==> config.mk <==
export PLATFORM = sky130hd
export DESIGN_NAME = culsans_tohost_ctrl
export DESIGN_NICKNAME = d
export VERILOG_FILES = /design/src/rtl/culsans_tohost_ctrl.sv
export SDC_FILE = /design/constraint.sdc
export NUM_CORES = 1
export LEC_CHECK = 0
export CAP_MARGIN = 20
export CORE_MARGIN = 3
export CORE_UTILIZATION = 51
export CTS_BUF_LIST = sky130_fd_sc_hd__clkbuf_16
export DETAILED_ROUTE_END_ITERATION = 7
export PLACE_DENSITY = 0.79
export RECOVER_POWER = 50
export SLEW_MARGIN = 25
export SYNTH_ARGS = -nofsm -noshare
export SYNTH_HDL_FRONTEND = slang
export SYNTH_SLANG_ARGS = --single-unit
==> constraint.sdc <==
create_clock -name clk_i -period 15.94 [get_ports clk_i]
set_input_delay 3.188 -clock clk_i [delete_from_list [all_inputs] [get_ports clk_i]]
set_output_delay 3.188 -clock clk_i [all_outputs]
set_load 0.005 [all_outputs]
==> src/rtl/culsans_tohost_ctrl.sv <==
// culsans_tohost_ctrl
//   Host-communication responder. Software writes TOHOST; once a written
//   value has bit0 set, the block latches it onto exit_o ({code, done}).
//   A watchdog forces a failing exit if software never terminates.
//   Also provides a FROMHOST mailbox, a STATUS register and a CLEAR strobe.
//
// Ports
//   clk_i, rst_i     clock, asynchronous active-high reset
//   req_i / gnt_o    request, granted combinationally (no backpressure)
//   addr_i           byte address (8-byte aligned)
//   we_i, be_i       write enable, byte enables
//   wdata_i          write data
//   rvalid_o         one-cycle response pulse, one cycle after the grant
//   rdata_o, err_o   read data / error, valid with rvalid_o
//   exit_o           {code[30:0], done}, registered
//
// Register map (offsets from BaseAddr, 4 KiB window)
//   0x00 TOHOST RW, 0x08 FROMHOST RW, 0x10 STATUS RO, 0x18 CLEAR WO
module culsans_tohost_ctrl #(
  parameter int unsigned AddrWidth     = 64,
  parameter logic [63:0] BaseAddr      = 64'h0000_0000_0300_0000,
  parameter logic [31:0] TimeoutCycles = 32'd0,
  parameter logic [30:0] TimeoutCode   = 31'h7FFF_FFFF
) (
  input  logic                 clk_i,
  input  logic                 rst_i,
  input  logic                 req_i,
  output logic                 gnt_o,
  input  logic [AddrWidth-1:0] addr_i,
  input  logic                 we_i,
  input  logic [7:0]           be_i,
  input  logic [63:0]          wdata_i,
  output logic                 rvalid_o,
  output logic [63:0]          rdata_o,
  output logic                 err_o,
  output logic [31:0]          exit_o
);

  typedef enum logic [1:0] {RUN, DONE, TIMEOUT} state_e;

  localparam logic [AddrWidth-1:0] Base    = BaseAddr[AddrWidth-1:0];
  localparam logic [AddrWidth-1:0] WinSize = AddrWidth'(4096);

  state_e      state_q;
  logic [63:0] tohost_q, tohost_d;
  logic [63:0] fromhost_q, fromhost_d;
  logic [31:0] wdog_q, wdog_inc;
  logic [31:0] exit_q;
  logic        rvalid_q, rvalid_d;
  logic [63:0] rdata_q, rdata_d;
  logic        err_q, err_d;

  // Address decode: an address below the base wraps to a huge offset,
  // so a single unsigned compare covers both window edges.
  logic [AddrWidth-1:0] off;
  logic in_win, sel_to, sel_from, sel_st, sel_clr, legal;
  logic to_wr, expire;
  logic [63:0] to_merged;

  assign off      = addr_i - Base;
  assign in_win   = (off < WinSize);
  assign sel_to   = in_win && (off[11:0] == 12'h000);
  assign sel_from = in_win && (off[11:0] == 12'h008);
  assign sel_st   = in_win && (off[11:0] == 12'h010);
  assign sel_clr  = in_win && (off[11:0] == 12'h018);
  assign legal    = sel_to || sel_from || (sel_st && !we_i) || (sel_clr && we_i);

  function automatic logic [63:0] merge(input logic [63:0] old_v,
                                        input logic [63:0] new_v,
                                        input logic [7:0]  be);
    logic [63:0] r;
    r = old_v;
    for (int i = 0; i < 8; i++)
      if (be[i]) r[8*i +: 8] = new_v[8*i +: 8];
    return r;
  endfunction

  assign gnt_o     = req_i;
  assign to_merged = merge(tohost_q, wdata_i, be_i);
  assign to_wr     = req_i && we_i && sel_to;
  assign wdog_inc  = (wdog_q == 32'hFFFF_FFFF) ? wdog_q : wdog_q + 32'd1;
  // Expiry is the cycle in which the count would reach the limit.
  assign expire    = (TimeoutCycles != 32'd0) && (wdog_q != 32'hFFFF_FFFF) &&
                     (wdog_q + 32'd1 == TimeoutCycles);

  always_comb begin
    tohost_d   = tohost_q;
    fromhost_d = fromhost_q;
    rvalid_d   = req_i;
    err_d      = req_i && !legal;
    rdata_d    = 64'd0;
    if (req_i && legal) begin
      if (we_i) begin
        if (sel_to)   tohost_d   = to_merged;
        if (sel_from) fromhost_d = merge(fromhost_q, wdata_i, be_i);
        if (sel_clr)  fromhost_d = 64'd0;
      end else begin
        // Reads see the pre-write register values.
        if (sel_to)   rdata_d = tohost_q;
        if (sel_from) rdata_d = fromhost_q;
        if (sel_st)   rdata_d = {wdog_q, 30'd0, state_q == TIMEOUT, state_q != RUN};
      end
    end
  end

  always_ff @(posedge clk_i or posedge rst_i) begin
    if (rst_i) begin
      state_q    <= RUN;
      tohost_q   <= 64'd0;
      fromhost_q <= 64'd0;
      wdog_q     <= 32'd0;
      exit_q     <= 32'd0;
      rvalid_q   <= 1'b0;
      rdata_q    <= 64'd0;
      err_q      <= 1'b0;
    end else begin
      tohost_q   <= tohost_d;
      fromhost_q <= fromhost_d;
      rvalid_q   <= rvalid_d;
      rdata_q    <= rdata_d;
      err_q      <= err_d;
      case (state_q)
        RUN: begin
          // A terminating write beats a same-cycle watchdog expiry.
          if (to_wr && to_merged[0]) begin
            state_q <= DONE;
            exit_q  <= to_merged[31:0];
            wdog_q  <= 32'd0;
          end else if (to_wr) begin
            wdog_q  <= 32'd0;
          end else if (expire) begin
            state_q <= TIMEOUT;
            exit_q  <= {TimeoutCode, 1'b1};
            wdog_q  <= wdog_inc;
          end else begin
            wdog_q  <= wdog_inc;
          end
        end
        default: ; // DONE / TIMEOUT absorb until reset; watchdog holds
      endcase
    end
  end

  assign rvalid_o = rvalid_q;
  assign rdata_o  = rdata_q;
  assign err_o    = err_q;
  assign exit_o   = exit_q;

endmodule

[Word level (Yosys, flattened, before mapping)]
Cells that the tools add are included.
Operators by class
  $add $sub $neg: 2
  magnitude comparators: 1
  equal/unequal tests: 5
  multiplexer cells: 22
  reduce and logical (&&, ||, !) cells: 42
Operator list (count)
  64-bit two-way mux: 7
  32-bit two-way mux: 3
  8-bit two-way mux: 12
  64-bit by 13-bit < comparator with 1-bit output, second input constant: 1
  64-bit by 26-bit subtractor with 64-bit output, second input constant: 1
  4-bit AND reduction: 12
  32-bit by 1-bit adder with 32-bit output, second input constant: 1
  32-bit equality test, second input constant: 1
  12-bit by 5-bit equality test with 1-bit output, second input constant: 2
  2-bit nonzero test: 9
  12-bit by 4-bit equality test with 1-bit output, second input constant: 1
  12-bit logical NOT: 1
  1-bit logical AND: 11
  2-bit AND reduction: 2
  1-bit logical OR: 3
  3-bit by 2-bit != test with 1-bit output, second input constant: 1
  3-bit AND reduction: 1
  1-bit logical NOT: 2
  2-bit logical NOT: 1
Word-level totals
  bits in registers: 259
  input port bits: 140
  output and inout port bits: 99

[Depth between registers and ports, before layout]
Gate-level depths: netlist of run 1.
  depth in word-level cells: 8
  depth in mapped cells: 10
  depth with buffers taken out: 9

[Least setup slack after synthesis of run 1]
Ideal clock, no wire load.
  path kind: input port to output port
  start: in req_i
  end: out gnt_o
  arrival: 3.299 ns
  required time: 12.752 ns
  setup slack: 9.453 ns
  stages: 1
  path through: buf_4
RTL lines
  start, declared: RTL line 27  | input logic req_i,
  end, declared: RTL line 28  | output logic gnt_o,
No word-level cell between the ends.

==> metrics, run 1 <==
Tot Pwr 1.35 mW; Worst Setup SP rst_i; GPL Wtd Cong 0.823; DR pass1 iterations 5; reg2reg setup slack 13060 ps; Slew Limit Fails 264; CTS H-tree depth 1; Post-synth EDFFs 0; Yosys warning count 0; CP Class in -> async; Vias 9116; Overflow after GRT 0; CORE AREA 0.0222 mm^2; Initial Util 52.6%; Worst Hold Class reg -> reg; Die Span Y 157 um; Top Layer Used met4; final setup fails 0; metal3 WL 2190 um; Syn Area/Cell 11.8 um^2; Synth Register Bits 259; ys async rst share 100%; 1st-iter DRT viols 628; library cells used by synthesis 52; violations in the final reports max-capacitance violations, max-slew violations; Top Ports 239; Worst setup SP type primary input; post-CTS sizing 0; max-cap violation count 3; hold slack 477 ps; HPWL after DPL 21200 um; Hold Vio Cnt, Final 0; worst-path maximum fanout 113; Pwr per Cell Area 89.9 mW/mm^2; post-route setup TNS 0 ps; LEAKAGE 7.01 nW; FMAX 102 MHz; first-pass GRT wire length 51700 um; Wirelength per Cell 21.7 um; latest clock arrival within the worst-skew pair 520 ps; syn nets 1125; RSZ-0062 raised after global routing no; top cell type's share of synthesized area 55.6%; vias per cell 6.09; leading area contributor after synthesis dfrtp_1; remaining antenna violation count after routing 0; setup bufs post-CTS 0; maximum buffer depth of the clock tree 3; critical path data arrival time 9520 ps; final wirelength 32500 um; # DRC 0; worst hold path depth 1; die outline width 157 um; hold buffers post-CTS 0; hold path endpoint exit_o[0]$_DFFE_PP0P_; outcome complete, but fails checks; CTS Root Cell clkbuf_16; Final Skew 10.1 ps; minimum clock period 9790 ps; register area share after synthesis 55.6%; crit end category asynchronous set/reset pin; met2 wire length 16200 um; layout cell share with drive strength beyond 1 12.3%; GRT Overall Usage 26.1%; Tightest Pin Transition 5000 ps; antenna violations before repair 0; n_diodes 0; fin crit share 61.4%; port buffer count 238; P&R area growth vs syn 28.6%; Hold Startpoint exit_o[0]$_DFFE_PP0P_; R2R cell count 5; worst r2r src tohost_q[0]$_DFFE_PP0P_; Final Net Count 1338; Metal-1 WL 13600 um; reg2reg end exit_o[0]$_DFFE_PP0P_; Synth Cell Area 0.0117 mm^2; Max-slew headroom -235%; CTS clk-pin slew, worst paths 60 ps; fillers 1631; row cnt 54; Required @ worst endpoint 15670 ps; fin cells 1496; clock sinks 259; most frequent cells in the layout dfrtp_1, clkdlybuf4s50_1, dlygate4sd3_1, nor3_1, nor2_1; CTS tree built; Top FF cell, synth dfrtp_1; Mapped Cells 984; worst vdd ir 73.4 uV; commonest non-fill, non-tap cell in the layout dfrtp_1; largest net degree at the start of global routing 114; DIE AREA 0.0247 mm^2; top post-synthesis cells by area dfrtp_1, mux2i_1, a22o_1; number of global-route vias before repair 9511; cts bufs inserted 27; Placed Cells incl. Taps 1448
[routing by layer]
metal  global-route usage (%)  vias to the layer above
li1                         -                     4075
met1                     35.2                     4631
met2                     44.3                      367
met3                     4.43                       43
met4                     6.49                        0
met5                        0                        -
[worst max-delay path by stage]
| stage | endpoint | slack, ps | cells after the start |
|---|---|---|---|
| after floorplan | err_o$_DFF_PP0_ | 5630 | 1 |
| after global placement | exit_o[5]$_DFFE_PP0P_ | 8260 | 11 |
| after detailed placement | exit_o[6]$_DFFE_PP0P_ | 8120 | 11 |
| after CTS | gnt_o | 8420 | 2 |
| after global routing | fromhost_q[60]$_DFFE_PP0P_ | 4930 | 3 |
| final | fromhost_q[48]$_DFFE_PP0P_ | 6150 | 3 |
[metrics by stage]
step / cell area [um^2] / worst slack [ps] / utilization [%]
5_1_grt: 15000 / 4930 / 67.7
3_3_place_gp: 14200 / 8260 / 63.9
2_1_floorplan: 11700 / 5630 / -
6_report: 15000 / 6150 / 67.7
4_1_cts: 15000 / 8420 / 67.7
3_5_place_dp: 14200 / 8120 / 64.0
[flip-flops by register name, summed over array words and instances (netlist names)]
| signal | count |
|---|---|
| fromhost_q | 64 |
| rdata_o | 64 |
| tohost_q | 64 |
| exit_o | 32 |
| wdog_q | 32 |
| err_o | 1 |
| rvalid_o | 1 |
| state_q | 1 |
[logic make-up (layout without fill, tap and decap cells)]
logic type / after synthesis / in the layout / share of synthesized area (%)
adders and majority gates: 1 / 1 / 0.107
buffers and inverters: 77 / 309 / 3.17
AOI/OAI and AO/OA: 224 / 224 / 13.9
muxes: 132 / 132 / 13.1
and+or+nand+nor: 263 / 263 / 12.0
xor gates and xnor gates: 28 / 28 / 2.10
DFF: 259 / 259 / 55.6
[where the power goes]
group	internal, mW	total (mW)	switching (mW)
registers	0.658	0.658	0.000177
logic	0.0416	0.0891	0.0475
clock network	0.340	0.600	0.260
[cells in the mapped netlist, drive strengths merged, types with 4 or more instances]
master	instances
o2111ai	8
mux2	64
nor4	11
or3	4
a21oi	67
a22o	64
and2	4
buf	24
nor3	76
or2	4
a22oi	34
and4	4
clkbuf	44
mux2i	68
and3	12
nand3	18
nand4	11
nor2	75
a31oi	33
xnor2	8
or4	8
xor2	20
dfrtp	259
inv	9
nand2	31
[cell type report]
class	count	area [um^2]	share of cell area [%]
tap	280	350	2.34
timing repair buffer	252	2470	16.5
clock buffer	27	676	4.51
clock inverter	21	155	1.03
multi-input combinational	648	4820	32.2
inverter	9	35.0	0.234
sequential	259	6480	43.2
[critical path: stages]
cell           delay [ps]
dlygate4sd3_1         550
clkinvlp_2           2770
clkbuf_1             2870
Power figures use the tool's default switching activity.
==> inputs of run 2 (changes only) <==
Clock period 15.94 ns to 9.65 ns, I/O delays scaled along.
==> metrics, run 2 (synthesized netlist as in run 1, its figures left out) <==
outcome complete, but fails checks; violations in the final reports max-capacitance violations, max-slew violations; n_diodes 0 (unchanged); CTS H-tree depth 1 (unchanged); R2R cell count 5 (unchanged); # DRC 0 (unchanged); Final Skew 18.9 ps (+8.79 ps); worst r2r src tohost_q[0]$_DFFE_PP0P_; number of global-route vias before repair 9430 (-0.85%); worst vdd ir 120 uV (+63%); maximum buffer depth of the clock tree 3 (unchanged); 1st-iter DRT viols 599 (-4.6%); Placed Cells incl. Taps 1448 (unchanged); vias per cell 6.16 (+1.0%); Final Net Count 1337 (-0.075%); CTS tree built; WP buf/inv 3 (unchanged); DIE AREA 0.0247 mm^2 (unchanged); CP Class in -> async; Hold Vio Cnt, Final 0 (unchanged); Pwr per Cell Area 145 mW/mm^2 (+62%); layout cell share with drive strength beyond 1 11.8% (-0.43 points); Wirelength per Cell 21.9 um (+0.76%); first-pass GRT wire length 51000 um (-1.3%); fin cells 1489 (-0.47%); reg2reg setup slack 6760 ps (-6300 ps); met2 Track Usage GR 42.9% (-1.4 points); max-cap violation count 3 (unchanged); remaining antenna violation count after routing 0 (unchanged); reg2reg end exit_o[0]$_DFFE_PP0P_; FMAX 147 MHz; GR Layer Usage met1 35.5% (+0.32 points); Die Span Y 157 um (unchanged); Worst Hold Class reg -> reg; die outline width 157 um (unchanged); antenna violations before repair 1 (+1); post-route setup TNS 0 ps (unchanged); largest net degree at the start of global routing 114 (unchanged); CTS Root Cell clkbuf_16; cts bufs inserted 26 (-3.7%); Vias 9167 (+0.56%); port buffer count 238 (unchanged); DR pass1 iterations 5 (unchanged); crit end category asynchronous set/reset pin; most frequent cells in the layout dfrtp_1, clkdlybuf4s50_1, dlygate4sd3_1, nor3_1, nor2_1; P&R area growth vs syn 28.0%; GPL Wtd Cong 0.823 (about the same); clock sinks 259 (unchanged); Worst setup SP type primary input; Slowest cell on crit path clkinvlp_2; CTS clk-pin slew, worst paths 60 ps (about the same); Worst Setup SP rst_i; setup bufs post-CTS 0 (unchanged); post-CTS sizing 0 (unchanged); CP top delay family buffers and inverters; Max-slew headroom -234% (+0.70 points); worst-path maximum fanout 113 (unchanged); CP cell instances dlygate4sd3_1, clkinvlp_2, clkbuf_2; critical path data arrival time 7070 ps (-2450 ps); Top Usage Layer GRT met2; Initial Util 52.6% (unchanged); Required @ worst endpoint 9930 ps (-5740 ps); CORE AREA 0.0222 mm^2 (unchanged); RSZ-0062 raised after global routing no; hold buffers post-CTS 0 (unchanged); LEAKAGE 6.99 nW (-0.25%); met3 usage 3.88% (-0.55 points); minimum clock period 6790 ps; Slew Limit Fails 264 (unchanged); commonest non-fill, non-tap cell in the layout dfrtp_1; final wirelength 32600 um (+0.29%); latest clock arrival within the worst-skew pair 530 ps (about the same); Stages on worst setup path 3 (unchanged); Top Ports 239 (unchanged); fin crit share 70.3%; Critical path destination fromhost_q[43]$_DFFE_PP0P_; final setup fails 0 (unchanged); HPWL after DPL 21600 um (+1.6%); Overflow after GRT 0 (unchanged); Max stage delay on crit path 2740 ps (-130 ps); Tightest Pin Transition 4980 ps (-10.4 ps); GRT Overall Usage 25.7% (-0.32 points); row cnt 54 (unchanged)
## run 2: how the worst min path moves through the flow
stage / endpoint / from / cells past startpoint
2_1_floorplan: exit_o[0]$_DFFE_PP0P_ / exit_o[0]$_DFFE_PP0P_ / 1
3_3_place_gp: exit_o[0]$_DFFE_PP0P_ / exit_o[0]$_DFFE_PP0P_ / 1
3_5_place_dp: exit_o[0]$_DFFE_PP0P_ / exit_o[0]$_DFFE_PP0P_ / 1
4_1_cts: exit_o[0]$_DFFE_PP0P_ / exit_o[0]$_DFFE_PP0P_ / 1
5_1_grt: exit_o[0]$_DFFE_PP0P_ / exit_o[0]$_DFFE_PP0P_ / 1
6_report: exit_o[0]$_DFFE_PP0P_ / exit_o[0]$_DFFE_PP0P_ / 1
## run 2: per-stage QoR
stage	total power, mW	hold slack (ps)	area, um^2	worst slack (ps)	utilization [%]
floorplan	1.17	465	11700	593	-
CTS	2.18	475	14900	3660	67.4
finish	2.17	465	14900	2860	67.3
global route	2.24	481	14900	1950	67.3
global placement	1.25	460	14200	3240	63.9
detailed placement	1.26	462	14200	3120	64.0
## run 2: routing by layer
metal  vias up  routed length, um
li1       4070                  -
met1      4606              13700
met2       426              15800
met3        63               2300
met4         2                763
met5         -                 13
## run 2: power by group
group          switching (mW)  internal (mW)  leakage (nW)
registers            0.000330           1.09          3.45
clock network           0.409          0.524         0.393
logic                  0.0787         0.0687          3.14
## run 2: layout make-up
class                   count  area (um^2)
repair buffers            252         2480
clock inverters            14         82.6
flip-flops and latches    259         6480
fillers                  1675         7240
multi-input cells         648         4820
well taps                 280          350
clock buffers              27          676
inverters                   9         35.0
## run 2: worst register-to-register path, stage by stage, from the launching register on
cell      delay [ps]
dfrtp_1          400
mux2i_1          170
clkinv_1         850
and3_1           760
buf_4            300
or2_2            290
==> inputs of run 3 (changes only) <==
Settings changed: CORE_UTILIZATION 51 to 47, PLACE_DENSITY 0.79 to 0.77.
Clock period 9.65 ns to 6.06 ns, I/O delays scaled along.
==> metrics, run 3 (synthesized netlist as in run 1, its figures left out) <==
number of global-route vias before repair 9253 (-1.9%); worst-path maximum fanout 44 (-61%); CORE AREA 0.0239 mm^2 (+7.8%); Slew Limit Fails 266 (+0.76%); CTS Root Cell clkbuf_16; reg2reg end wdog_q[25]$_DFFE_PP0P_; minimum clock period 4670 ps; hold path endpoint exit_o[0]$_DFFE_PP0P_; 1st-iter DRT viols 733 (+22%); final setup fails 0 (unchanged); die outline width 163 um (+4.0%); worst hold path depth 1 (unchanged); vias per cell 5.87 (-4.6%); post-CTS sizing 0 (unchanged); critical path data arrival time 5080 ps (-1990 ps); cts bufs inserted 28 (+7.7%); final wirelength 31500 um (-3.3%); CTS clk-pin slew, worst paths 60 ps (about the same); Final Skew 8.94 ps (-9.98 ps); # DRC 0 (unchanged); violations in the final reports max-capacitance violations, max-slew violations; LEAKAGE 7.03 nW (+0.50%); Top Ports 239 (unchanged); max-cap violation count 4 (+1); Pwr per Cell Area 236 mW/mm^2 (+62%); met2 Track Usage GR 39.2% (-3.7 points); met3 usage 4.13% (+0.26 points); HPWL after DPL 21100 um (-2.1%); Worst setup SP type primary input; RSZ-0062 raised after global routing no; Max-slew headroom -62.4% (+170 points); largest net degree at the start of global routing 143 (+25%); CTS tree built; post-route setup TNS 0 ps (unchanged); layout cell share with drive strength beyond 1 12.1% (+0.30 points); Hold Vio Cnt, Final 0 (unchanged); Die Span Y 163 um (+4.0%); placed cell area 0.0143 mm^2 (+0.71%); Hold Startpoint exit_o[0]$_DFFE_PP0P_; crit end category register; hold slack 470 ps (+5.58 ps); worst r2r src wdog_q[2]$_DFFE_PP0P_; Overflow after GRT 0 (unchanged); DIE AREA 0.0267 mm^2 (+8.2%); Required @ worst endpoint 6470 ps (-3460 ps); fillers 1865 (+11%); R2R cell count 8 (+3); commonest non-fill, non-tap cell in the layout dfrtp_1; remaining antenna violation count after routing 0 (unchanged); row cnt 56 (+3.7%); GPL Wtd Cong 0.857 (+4.2%); GR Layer Usage met1 31.9% (-3.6 points); first-pass GRT wire length 50300 um (-1.4%); post-route cell area 0.0151 mm^2 (+1.3%); hold buffers post-CTS 0 (unchanged); fin crit share 77.1%; GRT Overall Usage 23.4% (-2.4 points); Initial Util 48.8% (-3.8 points); clock sinks 259 (unchanged); DR pass1 iterations 5 (unchanged); antenna violations before repair 2 (+1); latest clock arrival within the worst-skew pair 530 ps (about the same); outcome complete, but fails checks; port buffer count 238 (unchanged); Top Usage Layer GRT met2; Vias 9047 (-1.3%); maximum buffer depth of the clock tree 3 (unchanged); most frequent cells in the layout dfrtp_1, clkdlybuf4s50_1, dlygate4sd3_1, nor3_1, nor2_1; CP Class in -> reg; Final Net Count 1342 (+0.37%); Tightest Pin Transition 2440 ps (-2550 ps); CTS H-tree depth 1 (unchanged); Wirelength per Cell 20.5 um (-6.5%); FMAX 214 MHz; setup bufs post-CTS 0 (unchanged); Worst Hold Class reg -> reg; reg2reg setup slack 3340 ps (-3420 ps); P&R area growth vs syn 29.7%; worst vdd ir 204 uV (+70%)
-- run 3: cell count changes in the layout (fill, tap and decap cells not counted), moves of 2 or more --
cell / before / now
clkdlybuf4s50_1: 136 / 148
inv_1: 12 / 16
clkbuf_2: 2 / 0
clkbuf_1: 0 / 2
buf_12: 0 / 2
dlygate4sd3_1: 100 / 88
clkbuf_16: 27 / 29
-- run 3: worst max-delay path, stage by stage --
cell	delay [ps]
clkdlybuf4s50_1	460
a2111oi_2	440
nand4_1	260
or4_4	510
o41a_1	400
or4_1	550
nor3_1	270
nand2_2	370
buf_12	310
nor3_1	300
-- run 3: layout make-up --
class                      instances  area [um^2]  share of cell area [%]
sequential                       259         6480                    42.9
multi-input combinational        648         4820                    31.9
timing repair buffer             255         2520                    16.7
clock buffer                      29          726                    4.80
tap                              319          399                    2.64
clock inverter                    20          134                   0.886
inverter                           9         35.0                   0.232
antenna                            1         2.50                  0.0166
-- run 3: where the power goes --
group	total [mW]	switching [mW]	internal, mW
Sequential	1.73	0.000136	1.73
Clock	1.60	0.659	0.938
Combinational	0.233	0.123	0.110
Total	3.56	0.782	2.78
-- run 3: per-stage QoR --
stage	setup WS [ps]	instances	total power, mW	util (%)
finish	1390	1540	3.56	63.3
global route	812	1540	3.68	63.3
CTS	1420	1539	3.59	63.4
detailed placement	889	1490	2.00	59.8
global placement	958	1490	2.00	59.8
floorplan	1430	984	1.86	-
-- run 3: how the worst max path moves through the flow --
stage	start	end	slack, ps	cells past startpoint
4_1_cts	addr_i[24]	rdata_o[4]$_DFF_PP0_	1420	10
2_1_floorplan	rst_i	err_o$_DFF_PP0_	1430	1
3_3_place_gp	addr_i[24]	rdata_o[4]$_DFF_PP0_	960	10
6_report	addr_i[24]	rdata_o[4]$_DFF_PP0_	1390	10
5_1_grt	rst_i	fromhost_q[25]$_DFFE_PP0P_	810	3
3_5_place_dp	addr_i[24]	rdata_o[4]$_DFF_PP0_	890	10
-- run 3: routing by layer --
layer / routed length (um) / vias to the layer above
met2: 15300 / 329
met3: 2120 / 55
met1: 13500 / 4571
met5: 11 / -
li1: - / 4090
met4: 627 / 2
